## src/rtl/dvp_frame_capture_if.sv

```systemverilog
// Bus bundle for the DVP capture stage: the raw camera pins on one side and
// the qualified pixel stream on the other. The capture block uses the slave
// view; the camera-side source and the pixel consumer use the master view.
interface dvp_frame_capture_if #(
  parameter int DATA_W = 8
);
  // Raw DVP pins shared by both cameras
  logic              VSYNC;
  logic              HREF;
  logic [DATA_W-1:0] D1;
  logic [DATA_W-1:0] D2;

  // Qualified pixel stream with frame/line markers and coordinates
  logic              pix_valid;
  logic [DATA_W-1:0] pix_d1;
  logic [DATA_W-1:0] pix_d2;
  logic              sof;
  logic              eol;
  logic              eof;
  logic [10:0]       x_cnt;
  logic [9:0]        y_cnt;

  modport master (
    output VSYNC, HREF, D1, D2,
    input  pix_valid, pix_d1, pix_d2, sof, eol, eof, x_cnt, y_cnt
  );

  modport slave (
    input  VSYNC, HREF, D1, D2,
    output pix_valid, pix_d1, pix_d2, sof, eol, eof, x_cnt, y_cnt
  );
endinterface

```

## src/rtl/dvp_frame_capture.sv

```systemverilog
// DVP frame capture for the dual-camera RAW source. Registers the shared
// VSYNC/HREF and both byte buses, delineates frames and lines with a small
// FSM, and emits a pixel stream with sof/eol/eof markers and x/y position.
// Geometry is checked per line and per frame with sticky error flags, and
// completed frames are counted for the downstream HDR merge.
module dvp_frame_capture #(
  parameter int H_ACTIVE = 1280,
  parameter int V_ACTIVE = 720,
  parameter int DATA_W   = 8
) (
  input  logic               pclk,
  input  logic               reset,
  input  logic               capture_en,
  input  logic               err_clr,
  dvp_frame_capture_if.slave dvp,
  output logic [7:0]         frame_cnt,
  output logic               busy,
  output logic               err_line_len,
  output logic               err_frame_len
);

  localparam logic [10:0] H_FULL = 11'(H_ACTIVE);
  localparam logic [10:0] H_LAST = 11'(H_ACTIVE - 1);
  localparam logic [9:0]  V_LAST = 10'(V_ACTIVE - 1);

  typedef enum logic [1:0] {
    IDLE      = 2'd0,
    VS_HIGH   = 2'd1,
    WAIT_LINE = 2'd2,
    LINE      = 2'd3
  } state_t;

  state_t state;

  logic              vsync_p1;
  logic              vsync_p2;
  logic              href_p1;
  logic              href_p2;
  logic [DATA_W-1:0] d1_p1;
  logic [DATA_W-1:0] d2_p1;

  // Internal byte position within the line and line index within the frame
  logic [10:0] x_int;
  logic [9:0]  y_int;

  logic frame_start;
  logic href_rise;
  logic href_fall;
  logic take_byte;
  logic in_range;

  // Column counter stops at its maximum so a runaway HREF cannot wrap back
  // into the active window and re-emit pixels.
  function automatic logic [10:0] sat_inc_x(input logic [10:0] v);
    return (v == 11'h7FF) ? v : v + 11'd1;
  endfunction

  function automatic logic [9:0] sat_inc_y(input logic [9:0] v);
    return (v == 10'h3FF) ? v : v + 10'd1;
  endfunction

  // ---- stage p1/p2: pin registers, second VSYNC/HREF copy for edges ----
  // Register the pins once, and keep a delayed copy of the syncs
  always_ff @(posedge pclk) begin
    if (reset) begin
      vsync_p1 <= 1'b0;
      vsync_p2 <= 1'b0;
      href_p1  <= 1'b0;
      href_p2  <= 1'b0;
      d1_p1    <= '0;
      d2_p1    <= '0;
    end else begin
      vsync_p1 <= dvp.VSYNC;
      vsync_p2 <= vsync_p1;
      href_p1  <= dvp.HREF;
      href_p2  <= href_p1;
      d1_p1    <= dvp.D1;
      d2_p1    <= dvp.D2;
    end
  end

  assign frame_start = vsync_p1 & ~vsync_p2;
  assign href_rise   = href_p1 & ~href_p2;
  assign href_fall   = ~href_p1 & href_p2;

  // The byte that raises HREF is already the first byte of the line, so it
  // is taken in WAIT_LINE on the same cycle the FSM moves into LINE. A frame
  // start always takes priority and aborts whatever line is in progress.
  assign take_byte = ~frame_start &
                     (((state == WAIT_LINE) & href_rise) |
                      ((state == LINE) & href_p1));
  assign in_range  = (x_int < H_FULL);

  // ---- stage p3: frame/line FSM, registered pixel stream and status ----
  // Frame/line sequencing with registered pixel, marker and status outputs
  always_ff @(posedge pclk) begin
    if (reset) begin
      state         <= IDLE;
      x_int         <= '0;
      y_int         <= '0;
      busy          <= 1'b0;
      frame_cnt     <= '0;
      err_line_len  <= 1'b0;
      err_frame_len <= 1'b0;
      dvp.pix_valid <= 1'b0;
      dvp.pix_d1    <= '0;
      dvp.pix_d2    <= '0;
      dvp.sof       <= 1'b0;
      dvp.eol       <= 1'b0;
      dvp.eof       <= 1'b0;
      dvp.x_cnt     <= '0;
      dvp.y_cnt     <= '0;
    end else begin
      dvp.pix_valid <= 1'b0;
      dvp.sof       <= 1'b0;
      dvp.eol       <= 1'b0;
      dvp.eof       <= 1'b0;

      // Clear first; any error raised further down this cycle overrides it
      if (err_clr) begin
        err_line_len  <= 1'b0;
        err_frame_len <= 1'b0;
      end

      case (state)
        IDLE: begin
          if (frame_start && capture_en) begin
            state <= VS_HIGH;
            busy  <= 1'b1;
            x_int <= '0;
            y_int <= '0;
          end
        end

        VS_HIGH: begin
          // HREF activity during the VSYNC pulse is ignored without error
          if (!vsync_p1) begin
            state <= WAIT_LINE;
          end
        end

        WAIT_LINE, LINE: begin
          if (frame_start) begin
            // New frame before this one delivered all its lines: drop it
            err_frame_len <= 1'b1;
            x_int         <= '0;
            y_int         <= '0;
            if (capture_en) begin
              state <= VS_HIGH;
              busy  <= 1'b1;
            end else begin
              state <= IDLE;
              busy  <= 1'b0;
            end
          end else if (state == WAIT_LINE) begin
            if (href_rise) begin
              state <= LINE;
            end
          end else if (href_fall) begin
            x_int <= '0;
            y_int <= sat_inc_y(y_int);
            if (x_int != H_FULL) begin
              err_line_len <= 1'b1;
            end
            if (y_int == V_LAST) begin
              state <= IDLE;
              busy  <= 1'b0;
              // A full last line already counted the frame alongside eof;
              // a short last line never reaches eof, so count it here.
              if (x_int < H_FULL) begin
                frame_cnt <= frame_cnt + 8'd1;
              end
            end else begin
              state <= WAIT_LINE;
            end
          end
        end

        default: begin
          state <= IDLE;
          busy  <= 1'b0;
        end
      endcase

      if (take_byte) begin
        x_int <= sat_inc_x(x_int);
        if (in_range) begin
          dvp.pix_valid <= 1'b1;
          dvp.pix_d1    <= d1_p1;
          dvp.pix_d2    <= d2_p1;
          dvp.x_cnt     <= x_int;
          dvp.y_cnt     <= y_int;
          dvp.sof       <= (x_int == 11'd0) && (y_int == 10'd0);
          dvp.eol       <= (x_int == H_LAST);
          if ((x_int == H_LAST) && (y_int == V_LAST)) begin
            dvp.eof   <= 1'b1;
            frame_cnt <= frame_cnt + 8'd1;
          end
        end else begin
          // Bytes past the active width are dropped and flag the line
          err_line_len <= 1'b1;
        end
      end
    end
  end

endmodule
```

## src/flat_wrapper.sv

```systemverilog
// flat-port wrapper written by rule: the top's interface ports become plain ports
module dvp_frame_capture_flat 
#(
  parameter int H_ACTIVE = 1280,
  parameter int V_ACTIVE = 720,
  parameter int DATA_W   = 8
)
  (pclk, reset, capture_en, err_clr, frame_cnt, busy, err_line_len, err_frame_len, dvp_VSYNC, dvp_HREF, dvp_D1, dvp_D2, dvp_pix_valid, dvp_pix_d1, dvp_pix_d2, dvp_sof, dvp_eol, dvp_eof, dvp_x_cnt, dvp_y_cnt);
  dvp_frame_capture_if #(.DATA_W(DATA_W)) dvp_i ();
  input  logic pclk;
  input  logic reset;
  input  logic capture_en;
  input  logic err_clr;
  output logic [7:0] frame_cnt;
  output logic busy;
  output logic err_line_len;
  output logic err_frame_len;
  input wire logic [$bits(dvp_i.VSYNC)-1:0] dvp_VSYNC;
  input wire logic [$bits(dvp_i.HREF)-1:0] dvp_HREF;
  input wire logic [$bits(dvp_i.D1)-1:0] dvp_D1;
  input wire logic [$bits(dvp_i.D2)-1:0] dvp_D2;
  output wire logic [$bits(dvp_i.pix_valid)-1:0] dvp_pix_valid;
  output wire logic [$bits(dvp_i.pix_d1)-1:0] dvp_pix_d1;
  output wire logic [$bits(dvp_i.pix_d2)-1:0] dvp_pix_d2;
  output wire logic [$bits(dvp_i.sof)-1:0] dvp_sof;
  output wire logic [$bits(dvp_i.eol)-1:0] dvp_eol;
  output wire logic [$bits(dvp_i.eof)-1:0] dvp_eof;
  output wire logic [$bits(dvp_i.x_cnt)-1:0] dvp_x_cnt;
  output wire logic [$bits(dvp_i.y_cnt)-1:0] dvp_y_cnt;
  assign dvp_i.VSYNC = dvp_VSYNC;
  assign dvp_i.HREF = dvp_HREF;
  assign dvp_i.D1 = dvp_D1;
  assign dvp_i.D2 = dvp_D2;
  assign dvp_pix_valid = dvp_i.pix_valid;
  assign dvp_pix_d1 = dvp_i.pix_d1;
  assign dvp_pix_d2 = dvp_i.pix_d2;
  assign dvp_sof = dvp_i.sof;
  assign dvp_eol = dvp_i.eol;
  assign dvp_eof = dvp_i.eof;
  assign dvp_x_cnt = dvp_i.x_cnt;
  assign dvp_y_cnt = dvp_i.y_cnt;
  dvp_frame_capture #(.H_ACTIVE(H_ACTIVE), .V_ACTIVE(V_ACTIVE), .DATA_W(DATA_W)) u_core (.pclk(pclk), .reset(reset), .capture_en(capture_en), .err_clr(err_clr), .dvp(dvp_i), .frame_cnt(frame_cnt), .busy(busy), .err_line_len(err_line_len), .err_frame_len(err_frame_len));
endmodule
```

## config.mk

```make
export PLATFORM = sky130hd
export DESIGN_NAME = dvp_frame_capture_flat
export DESIGN_NICKNAME = d
export VERILOG_FILES = /design/src/rtl/dvp_frame_capture_if.sv /design/src/rtl/dvp_frame_capture.sv /design/src/flat_wrapper.sv
export SDC_FILE = /design/constraint.sdc
export NUM_CORES = 1
export LEC_CHECK = 0
export CORE_MARGIN = 3
export CORE_UTILIZATION = 40
export CTS_BUF_LIST = sky130_fd_sc_hd__clkbuf_8
export DETAILED_ROUTE_END_ITERATION = 8
export DONT_BUFFER_PORTS = 1
export PLACE_DENSITY = 0.61
export SLEW_MARGIN = 20
export SYNTH_ARGS = -nofsm -noshare
export SYNTH_HDL_FRONTEND = slang
export SYNTH_SLANG_ARGS = --single-unit
```

## constraint.sdc

```tcl
create_clock -name pclk -period 2 [get_ports pclk]
set_input_delay 0.1 -clock pclk [delete_from_list [all_inputs] [get_ports pclk]]
set_output_delay 0.1 -clock pclk [all_outputs]
set_load 0.01 [all_outputs]
```

# Word-level counts from Yosys, hierarchy flattened
# Index checks and enable logic that the tools add are counted.
[word_totals]
elab_cells = 125
regBits = 95
out_inout_bits = 52
inputBits = 22
[op_classes]
mux = 51
add_sub_neg = 3
order_cmp = 1
n_eq_ne = 20
n_reduce_logical = 16
n_bitwise = 13
[op_table]
columns = ["operator", "count"]
rows = [
  ["8-bit 2-to-1 mux", 9],
  ["11-bit 2-to-1 mux", 6],
  ["10-bit 2-to-1 mux", 5],
  ["11-bit == test, second input constant", 2],
  ["11-bit one-hot mux with 2 select lines", 1],
  ["10-bit == test, second input constant", 2],
  ["1-bit 2-to-1 mux", 20],
  ["10-bit one-hot mux with 2 select lines", 1],
  ["5-bit AND reduction", 3],
  ["2-bit 2-to-1 mux", 7],
  ["11-bit by 1-bit adder with 11-bit output, second input constant", 1],
  ["11-bit zero test", 1],
  ["11-bit less-than comparator, second input constant", 1],
  ["11-bit != test, second input constant", 1],
  ["10-bit by 1-bit adder with 10-bit output, second input constant", 1],
  ["10-bit zero test", 1],
  ["3-bit by 1-bit != test with 1-bit output, second input constant", 3],
  ["8-bit by 1-bit adder with 8-bit output, second input constant", 1],
  ["4-bit by 1-bit != test with 1-bit output, second input constant", 2],
  ["4-bit by 2-bit != test with 1-bit output, second input constant", 2],
  ["1-bit bitwise AND", 6],
  ["3-bit by 2-bit != test with 1-bit output, second input constant", 2],
  ["1-bit inverter", 6],
  ["2-bit one-hot mux with 3 select lines", 1],
  ["other kinds (14)", 19],
]

# Logic depth before layout (Yosys ltp)
# Gate-level depths: netlist of run 1.
[logic_depth]
ltp_word = 10
ltp_mapped = 8

# Worst setup path before layout of run 1
# Ideal clock, no wire load.
[synth_path]
kind = "reg-to-reg"
startpoint = "register u_core.x_int[0]"
endpoint = "register u_core.x_int[5]"
t_required_ns = 1.930
setup_ns = 0.070
synth_period_minus_slack_ns = 1.897
setup_slack_ns = 0.103
stages_incl_launch_ff = 8
arrival_ns = 1.827
cell_sequence = "dfxtp_1 ha_1 and4_1 and3_1 and3_1 buf_2 or4_1 a21oi_1"
[synth_via]
elab_chain_len = 3
word_cells_on_any_way = 6
[synth_rtl]
columns = ["item", "line", "text"]
rows = [
  ["from (decl)", "dvp_frame_capture.sv:43", "logic [10:0] x_int;"],
  ["from (signal assigned)", "dvp_frame_capture.sv:186", "x_int <= sat_inc_x(x_int);"],
  ["11-bit by 1-bit adder with 11-bit output / 11-bit == test (equally long branches)", "dvp_frame_capture.sv:55", "return (v == 11'h7FF) ? v : v + 11'd1;"],
  ["11-bit 2-to-1 mux / 2-bit != test (equally long branches)", "-", ""],
  ["11-bit 2-to-1 mux / 5-bit AND reduction (equally long branches)", "-", ""],
]
# Several ways; a longest one is shown, not always the timed one. The select of a mux whose other input is x is not followed.
# A chain may end at the register's enable or synchronous reset.

# Worst setup path in the final report of run 1
[layout_path]
startpoint = "register u_core.y_int[1]"
endpoint = "register u_core.frame_cnt[3]"
[layout_via]
elab_chain_len = 9
word_cells_on_any_way = 10
[layout_rtl]
columns = ["item", "line", "text"]
rows = [
  ["from (decl)", "dvp_frame_capture.sv:44", "logic [9:0] y_int;"],
  ["from (signal assigned)", "dvp_frame_capture.sv:161", "y_int <= sat_inc_y(y_int);"],
  ["10-bit == test *", "dvp_frame_capture.sv:165, dvp_frame_capture.sv:195", ""],
  ["8-bit 2-to-1 mux", "dvp_frame_capture.sv:165", "if (y_int == V_LAST) begin"],
  ["8-bit 2-to-1 mux", "dvp_frame_capture.sv:159", "end else if (href_fall) begin"],
  ["8-bit 2-to-1 mux", "dvp_frame_capture.sv:155", "end else if (state == WAIT_LINE) begin"],
  ["8-bit 2-to-1 mux", "dvp_frame_capture.sv:143", "if (frame_start) begin"],
  ["8-bit 2-to-1 mux", "dvp_frame_capture.sv:125", "case (state)"],
  ["8-bit 2-to-1 mux", "dvp_frame_capture.sv:195", "if ((x_int == H_LAST) && (y_int == V_LAST)) begin"],
  ["8-bit 2-to-1 mux", "dvp_frame_capture.sv:187", "if (in_range) begin"],
  ["8-bit 2-to-1 mux *", "dvp_frame_capture.sv:185", "if (take_byte) begin"],
  ["to (signal assigned)", "dvp_frame_capture.sv:171", "frame_cnt <= frame_cnt + 8'd1;"],
  ["to (signal assigned)", "dvp_frame_capture.sv:197", "frame_cnt <= frame_cnt + 8'd1;"],
  ["to (decl)", "dvp_frame_capture.sv:16", "output logic [7:0] frame_cnt,"],
]
# Every way passes the cells marked *; elsewhere a longest branch is shown, timed or not.

==> results of run 1 <==
timing repair:
item                                   CTS  global route
gates resized for setup                  0            10
hold buffers                            21             0
endpoints found under the hold margin   75             0
setup endpoints to repair                0            16
cells in the final DEF (no fill, tap or decap), drive strengths merged, types with 8 or more instances in the layout:
master and count:
or4 16, o31ai 16, nand3 17, a21oi 61, buf 40, clkbuf 9
nor2b 25, inv 15, o21ai 10, dlygate4sd3 20, nor3 10, nor4 8
nand2 98, dfxtp 95, nor2 16
metrics by stage:
stage                     power [mW]  worst slack (ns)
after floorplan                 2.12             0.103
after global placement          2.16             0.118
after detailed placement        2.16            0.0469
after CTS                       3.42            0.0110
after global routing            3.53           -0.0615
final                           3.38            0.0394
routing by layer:
metal / vias up / GRT usage, % / share of wire, %
met1: 1616 / 21.4 / 44
met3: 4 / 6.42 / 8.5
li1: 1728 / - / -
met2: 94 / 29.3 / 46
met4: 0 / 5.44 / 0.67
met5: - / 0 / 0
cells by family after synthesis:
family / after synthesis
AOI/OAI and AO/OA: 105
adders and majority gates: 5
buffers and inverters: 38
DFF: 95
muxes: 2
and+or+nand+nor: 224
registers in the layout (all words and copies together), names as in the netlist, 2 cells and up:
register	cells
u_core.state	2
u_core.dvp.pix_d1	8
u_core.d2_p1	8
u_core.dvp.pix_d2	8
u_core.dvp.x_cnt	11
u_core.x_int	11
u_core.y_int	10
u_core.frame_cnt	8
u_core.dvp.y_cnt	10
u_core.d1_p1	8
area by class of cell:
| type | count | area, sq um |
|---|---|---|
| Fill cell | 929 | 4650 |
| Sequential cell | 95 | 1900 |
| Multi-Input combinational cell | 336 | 1880 |
| Timing Repair Buffer | 60 | 546 |
| Tap cell | 129 | 161 |
| Clock buffer | 9 | 124 |
| Clock inverter | 7 | 63.8 |
| Inverter | 12 | 45.0 |
power by group through the flow:
stage	clock network [mW]	registers (mW)	logic [mW]
after global routing	1.32	1.95	0.262
after CTS	1.24	1.94	0.233
final	1.20	1.94	0.238
after floorplan	0	1.99	0.136
after detailed placement	0	1.99	0.173
after global placement	0	1.99	0.170
worst reg2reg max path: cells and delay by family, from the launching register on:
kind	cells	cell delay [ns]
fa+ha+maj	1	0.17
flops	1	0.36
simple gates	4	1.23
compound gates	1	0.15
worst max-delay path by stage:
stage	start	endpoint	depth (start not counted)
after CTS	u_core.vsync_p1	u_core.frame_cnt[3]	6
after global placement	u_core.vsync_p1	u_core.frame_cnt[7]	6
after global routing	u_core.y_int[1]	u_core.frame_cnt[0]	7
after floorplan	u_core.x_int[0]	u_core.x_int[5]	7
after detailed placement	u_core.vsync_p1	u_core.frame_cnt[3]	6
final	u_core.y_int[1]	u_core.frame_cnt[3]	6
==> load_flow_metrics.sql, run 1 <==
INSERT INTO impl_metrics (metric_group, metric, value, unit) VALUES
('finish', 'areaGrowthSynthToFinish', '20.8', '%'),
('clock_tree', 'clkSlewWorstSetupHoldPaths', '0.10', 'ns'),
('synthesis', 'syn_inst', '469', ''),
('worst_setup_path', 'critical_path_arrival', '2.26', 'ns'),
('floorplanning', 'fp.dieH', '105', 'um'),
('synthesis', 'yosys-mux-area-fraction', '0.512', '%'),
('worst_hold_path', 'worst_hold_path_type', 'in2reg', ''),
('route', 'drc_violation_count_after_routing', '0', ''),
('power_and_ir_drop', 'power.density_cell_area', '715', 'nW/um^2'),
('synthesis', 'synth_area', '3910', 'sq um'),
('sta', 'setup_tns', '0', 'ns'),
('sta', 'slew_headroom', '66.6', '%'),
('sta', 'post-route-min-period', '1.96', 'ns'),
('synthesis', 'synth.most_common_cell', 'nand2_1', ''),
('synthesis', 'post_synth.cell_area_avg', '8.34', 'sq um'),
('worst_setup_path', 'criticalPathCategory', 'reg2reg', ''),
('route', 'drt-total-wl', '9.68', 'mm'),
('worst_setup_path', 'worst_ep_required_time', '2.30', 'ns'),
('worst_setup_path', 'r2r_cells', '6', ''),
('floorplanning', 'dieWidth', '105', 'um'),
('sta', 'clock_skew', '0.0101', 'ns'),
('sta', 'final-max-slew-violation-count', '0', ''),
('worst_setup_path', 'crit_path_max_incr_delay', '0.54', 'ns'),
('sta', 'setup-violations-final', '0', ''),
('power_and_ir_drop', 'ir_drop', '0.590', 'mV'),
('global_route', 'grt_util_all_layers', '17.7', '%'),
('route', 'via_per_inst', '5.31', ''),
('run', 'cap_violations', '0', ''),
('clock_tree', 'cts_post_setup_buffers_inserted', '0', ''),
('worst_setup_path', 'critical_path_peak_fanout', '8', ''),
('place', 'dp.cells', '611', ''),
('synthesis', 'synth-adder-area-share', '1.60', '%'),
('sta', 'hold_violations', '0', ''),
('worst_setup_path', 'timing.rr.start', 'u_core.y_int[1]', ''),
('worst_setup_path', 'slowest_stage', 'or4_1', ''),
('synthesis', 'yosys.area.top_type', 'dfxtp_1', ''),
('global_route', 'antenna_violations_before_repair', '0', ''),
('finish', 'layout.cells.non_filler', '648', ''),
('synthesis', 'synth_largest_type_area_fraction', '48.6', '%'),
('power_and_ir_drop', 'power_leakage', '1.60', 'nW'),
('synthesis', 'synth_xor_area_share', '0', '%'),
('global_route', 'grt.overflow.total', '0', ''),
('clock_tree', 'cts_root_buffer', 'clkbuf_8', ''),
('run_status', 'result_of_the_run', 'complete, no violations', ''),
('synthesis', 'yosys_register_bits', '95', ''),
('power_and_ir_drop', 'share_of_total_power_in_sequential_cells', '57.5', '%'),
('worst_setup_path', 'critical_path.endpoint_type', 'register', ''),
('clock_tree', 'cts_made_buffers', '9', ''),
('synthesis', 'synth_async_sr_flop_share', '0', '%'),
('global_route', 'grt_first_pass_wirelength', '16.0', 'mm'),
('worst_hold_path', 'worstHoldEndpoint', 'u_core.state[0]', ''),
('finish', 'nNetsFinal', '541', ''),
('synthesis', 'synth_top_family_by_area', 'simple AND/OR/NAND/NOR gates', ''),
('place', 'place_congestion', '0.862', ''),
('floorplanning', 'core-area', '9370', 'sq um'),
('synthesis', 'yosysWarningCount', '0', ''),
('worst_setup_path', 'cp_top_delay_family', 'simple AND/OR/NAND/NOR gates', ''),
('finish', 'drive_above_1_share', '13.7', '%'),
('power_and_ir_drop', 'pwr-share-comb', '7.0', '%'),
('floorplanning', 'design.die.area', '11000', 'sq um'),
('synthesis', 'synth.distinct_cells', '44', ''),
('place', 'dpl-instance-area', '4270', 'sq um'),
('synthesis', 'yosys_most_used_dff', 'dfxtp_1', ''),
('clock_tree', 'tritoncts', 'yes', ''),
('floorplanning', 'placement_rows', '35', ''),
('route', 'first_iter_violations', '202', ''),
('worst_setup_path', 'crit_path_start_kind', 'register', ''),
('synthesis', 'synth.top_cells.by_count', '98 x nand2_1, 95 x dfxtp_1, 60 x a21oi_1, 25 x nor2b_1', ''),
('route', 'detail_route.first_pass.iterations', '4', ''),
('floorplanning', 'io_pins', '74', ''),
('power_and_ir_drop', 'intPower', '2.50', 'mW');
(Power assumes the default switching activity.)
==> run 2: changes to the inputs <==
--- a/config.mk
+++ b/config.mk
@@ -11,6 +11,8 @@
 export DETAILED_ROUTE_END_ITERATION = 8
 export DONT_BUFFER_PORTS = 1
 export PLACE_DENSITY = 0.61
+export REMOVE_ABC_BUFFERS = 1
+export SETUP_SLACK_MARGIN = 0.5
 export SLEW_MARGIN = 20
 export SYNTH_ARGS = -nofsm -noshare
 export SYNTH_HDL_FRONTEND = slang
==> run 2 against run 1 <==
The flow now finishes with violations (hold timing). Routed wire length is 34% higher. Count of clock-buffer cells in the layout stayed put. Die area stayed put. Critical path type unchanged.
==> load_flow_metrics.sql, run 2 (same netlist as run 1, synthesis figures left out) <==
INSERT INTO impl_metrics (metric_group, metric, value, unit) VALUES
('route', 'drt-total-wl', '12.9', 'mm'),
('route', 'post_detailed_route_wirelength_per_cell', '18.3', 'um'),
('route', 'final_antenna_net_count', '0', ''),
('worst_setup_path', 'critical_path.endpoint_type', 'register', ''),
('finish', 'reg.largest.list', 'u_core.dvp.x_cnt: 11 flops, u_core.x_int: 11 flops', ''),
('worst_setup_path', 'worst_ep_required_time', '2.31', 'ns'),
('worst_setup_path', 'rrSetupSlack', '0.12', 'ns'),
('global_route', 'grt.overflow.total', '0', ''),
('route', 'first_iter_violations', '227', ''),
('place', 'dp.cells', '611', ''),
('finish', 'layout_commonest_cell', 'dfxtp_1', ''),
('global_route', 'grt_first_pass_wirelength', '18.4', 'mm'),
('clock_tree', 'h_tree_depth', '3', ''),
('global_route', 'grt.met3_usage', '4.57', '%'),
('sta', 'timing.fmax', '531', 'MHz'),
('sta', 'rsz0062_at_grt', 'yes', ''),
('clock_tree', 'clkSlewWorstSetupHoldPaths', '0.11', 'ns'),
('finish', 'nNetsFinal', '600', ''),
('worst_setup_path', 'critical_path_peak_fanout', '5', ''),
('run', 'cap_violations', '0', ''),
('clock_tree', 'cts_made_buffers', '9', ''),
('sta', 'final-max-slew-violation-count', '0', ''),
('route', 'detail_route.first_pass.iterations', '4', ''),
('global_route', 'largest_net_degree_at_the_start_of_global_routing', '79', ''),
('floorplanning', 'design.die.area', '11000', 'sq um'),
('sta', 'post-route-min-period', '1.88', 'ns'),
('power_and_ir_drop', 'finalPower', '3.77', 'mW'),
('finish', 'areaGrowthSynthToFinish', '62.4', '%'),
('global_route', 'grt_util_all_layers', '20.6', '%'),
('power_and_ir_drop', 'power_leakage', '2.53', 'nW'),
('place', 'place_congestion', '0.862', ''),
('sta', 'setup_tns', '0', 'ns'),
('finish', 'finish.instance_area', '6350', 'sq um'),
('worst_setup_path', 'crit_path_start_kind', 'register', ''),
('clock_tree', 'tritoncts', 'yes', ''),
('sta', 'clock_skew', '0.0210', 'ns'),
('sta', 'slew_headroom', '71.9', '%'),
('global_route', 'global_route.usage.met1', '23.9', '%'),
('clock_tree', 'worst_skew_pair.late_latency', '0.38', 'ns'),
('worst_hold_path', 'worst_hold_path_type', 'in2reg', ''),
('route', 'drc_violation_count_after_routing', '0', ''),
('global_route', 'antenna_violations_before_repair', '0', ''),
('floorplanning', 'core-area', '9370', 'sq um'),
('floorplanning', 'initial_utilization', '41.7', '%'),
('finish', 'multiInputGateArea', '2700', 'sq um'),
('power_and_ir_drop', 'ir_drop', '0.412', 'mV'),
('run_status', 'result_of_the_run', 'finished with violations', ''),
('global_route', 'number_of_global_route_vias_before_repair', '3800', ''),
('global_route', 'busiest_layer', 'met2', ''),
('floorplanning', 'dieWidth', '105', 'um'),
('sta', 'layout_worst_path_cycle_share', '94.1', '%'),
('global_route', 'grtUsageMet2', '36.3', '%'),
('route', 'vias', '3964', ''),
('finish', 'register_area', '1920', 'sq um'),
('finish', 'layout.cells.non_filler', '707', ''),
('worst_setup_path', 'criticalPathCategory', 'reg2reg', ''),
('finish', 'most-common-layout-cells', '81 x dfxtp_1, 63 x nand2_1, 56 x buf_4', ''),
('clock_tree', 'clk_path_buf_depth', '2', ''),
('sta', 'worst_slew_pin_slew', '0.418', 'ns'),
('route', 'via_per_inst', '5.61', ''),
('place', 'detailed_place_hpwl', '6.05', 'mm'),
('sta', 'finalWorstSetupSlack', '0.118', 'ns'),
('place', 'placement.io_buffers', '0', ''),
('run_status', 'failing_checks', 'hold timing', ''),
('sta', 'hold_violations', '61', ''),
('power_and_ir_drop', 'power.density_cell_area', '594', 'nW/um^2'),
('finish', 'drive_above_1_share', '47.8', '%'),
('floorplanning', 'io_pins', '74', ''),
('sta', 'setup-violations-final', '0', ''),
('place', 'dpl-instance-area', '4270', 'sq um'),
('finish', 'final.fill_count', '727', ''),
('clock_tree', 'clock_sinks', '95', ''),
('finish', 'insertedDiodeCount', '0', ''),
('floorplanning', 'fp.dieH', '105', 'um'),
('floorplanning', 'placement_rows', '35', ''),
('place', 'place_ws', '-0.0623', 'ns'),
('clock_tree', 'cts_root_buffer', 'clkbuf_8', ''),
('sta', 'whs', '-0.226', 'ns'),
('clock_tree', 'post_cts_hold_buffer_count', '21', ''),
('worst_setup_path', 'critical_path_arrival', '2.19', 'ns');
-- run 2: path summary, 6_finish.rpt --
| path | to | cells after the start | startpoint |
|---|---|---|---|
| setup / recovery | u_core.dvp.y_cnt[5] | 9 | u_core.vsync_p1 |
| hold / removal | u_core.dvp.pix_d2[6] | 1 | reset |
| setup reg to reg | u_core.dvp.y_cnt[5] | 9 | u_core.vsync_p1 |
| hold reg to reg | u_core.dvp.pix_d1[6] | 2 | u_core.d1_p1[6] |
-- run 2: what timing repair did --
item / in CTS / in global routing
setup buffers: 32 / 18
endpoints found under the hold margin: 82 / 62
setup endpoints to repair: 70 / 73
gates cloned: 8 / 2
pin swaps: 53 / 83
resized for setup: 110 / 153
-- run 2: through the flow --
| stage | hold slack, ns | util (%) |
|---|---|---|
| 2_1_floorplan | 0.167 | - |
| 3_3_place_gp | 0.176 | 45.6 |
| 3_5_place_dp | 0.178 | 45.6 |
| 4_1_cts | -0.229 | 59.3 |
| 5_1_grt | -0.246 | 67.7 |
| 6_report | -0.226 | 67.7 |
-- run 2: worst max-delay path, cell delays in order, from the launching register on --
cell and delay [ns]:
dfxtp_2 0.34, nor2b_4 0.15, buf_6 0.13, or4_4 0.44
nor2_4 0.18, buf_6 0.16, buf_12 0.10, buf_16 0.13
nand2_4 0.05, a21oi_2 0.14
-- run 2: layer usage --
metal  part of all wire, %  vias up
met2                    51      137
li1                      -     1863
met5                     0        -
met1                    39     1923
met4                   3.7        0
met3                   5.6       41
-- run 2: report_power, final --
part	switching [mW]	internal [mW]	total [mW]
clock	0.773	0.618	1.39
sequential	0.0314	1.93	1.96
combinational	0.210	0.217	0.427
total	1.01	2.76	3.77
-- run 2: cell type report --
cell class | instances | area share, %
clock buffer | 9 | 1.95
clock inverter | 7 | 1.50
inverter | 12 | 0.749
multi-input combinational | 337 | 42.5
sequential | 95 | 30.3
tap | 129 | 2.54
timing repair buffer | 118 | 20.5
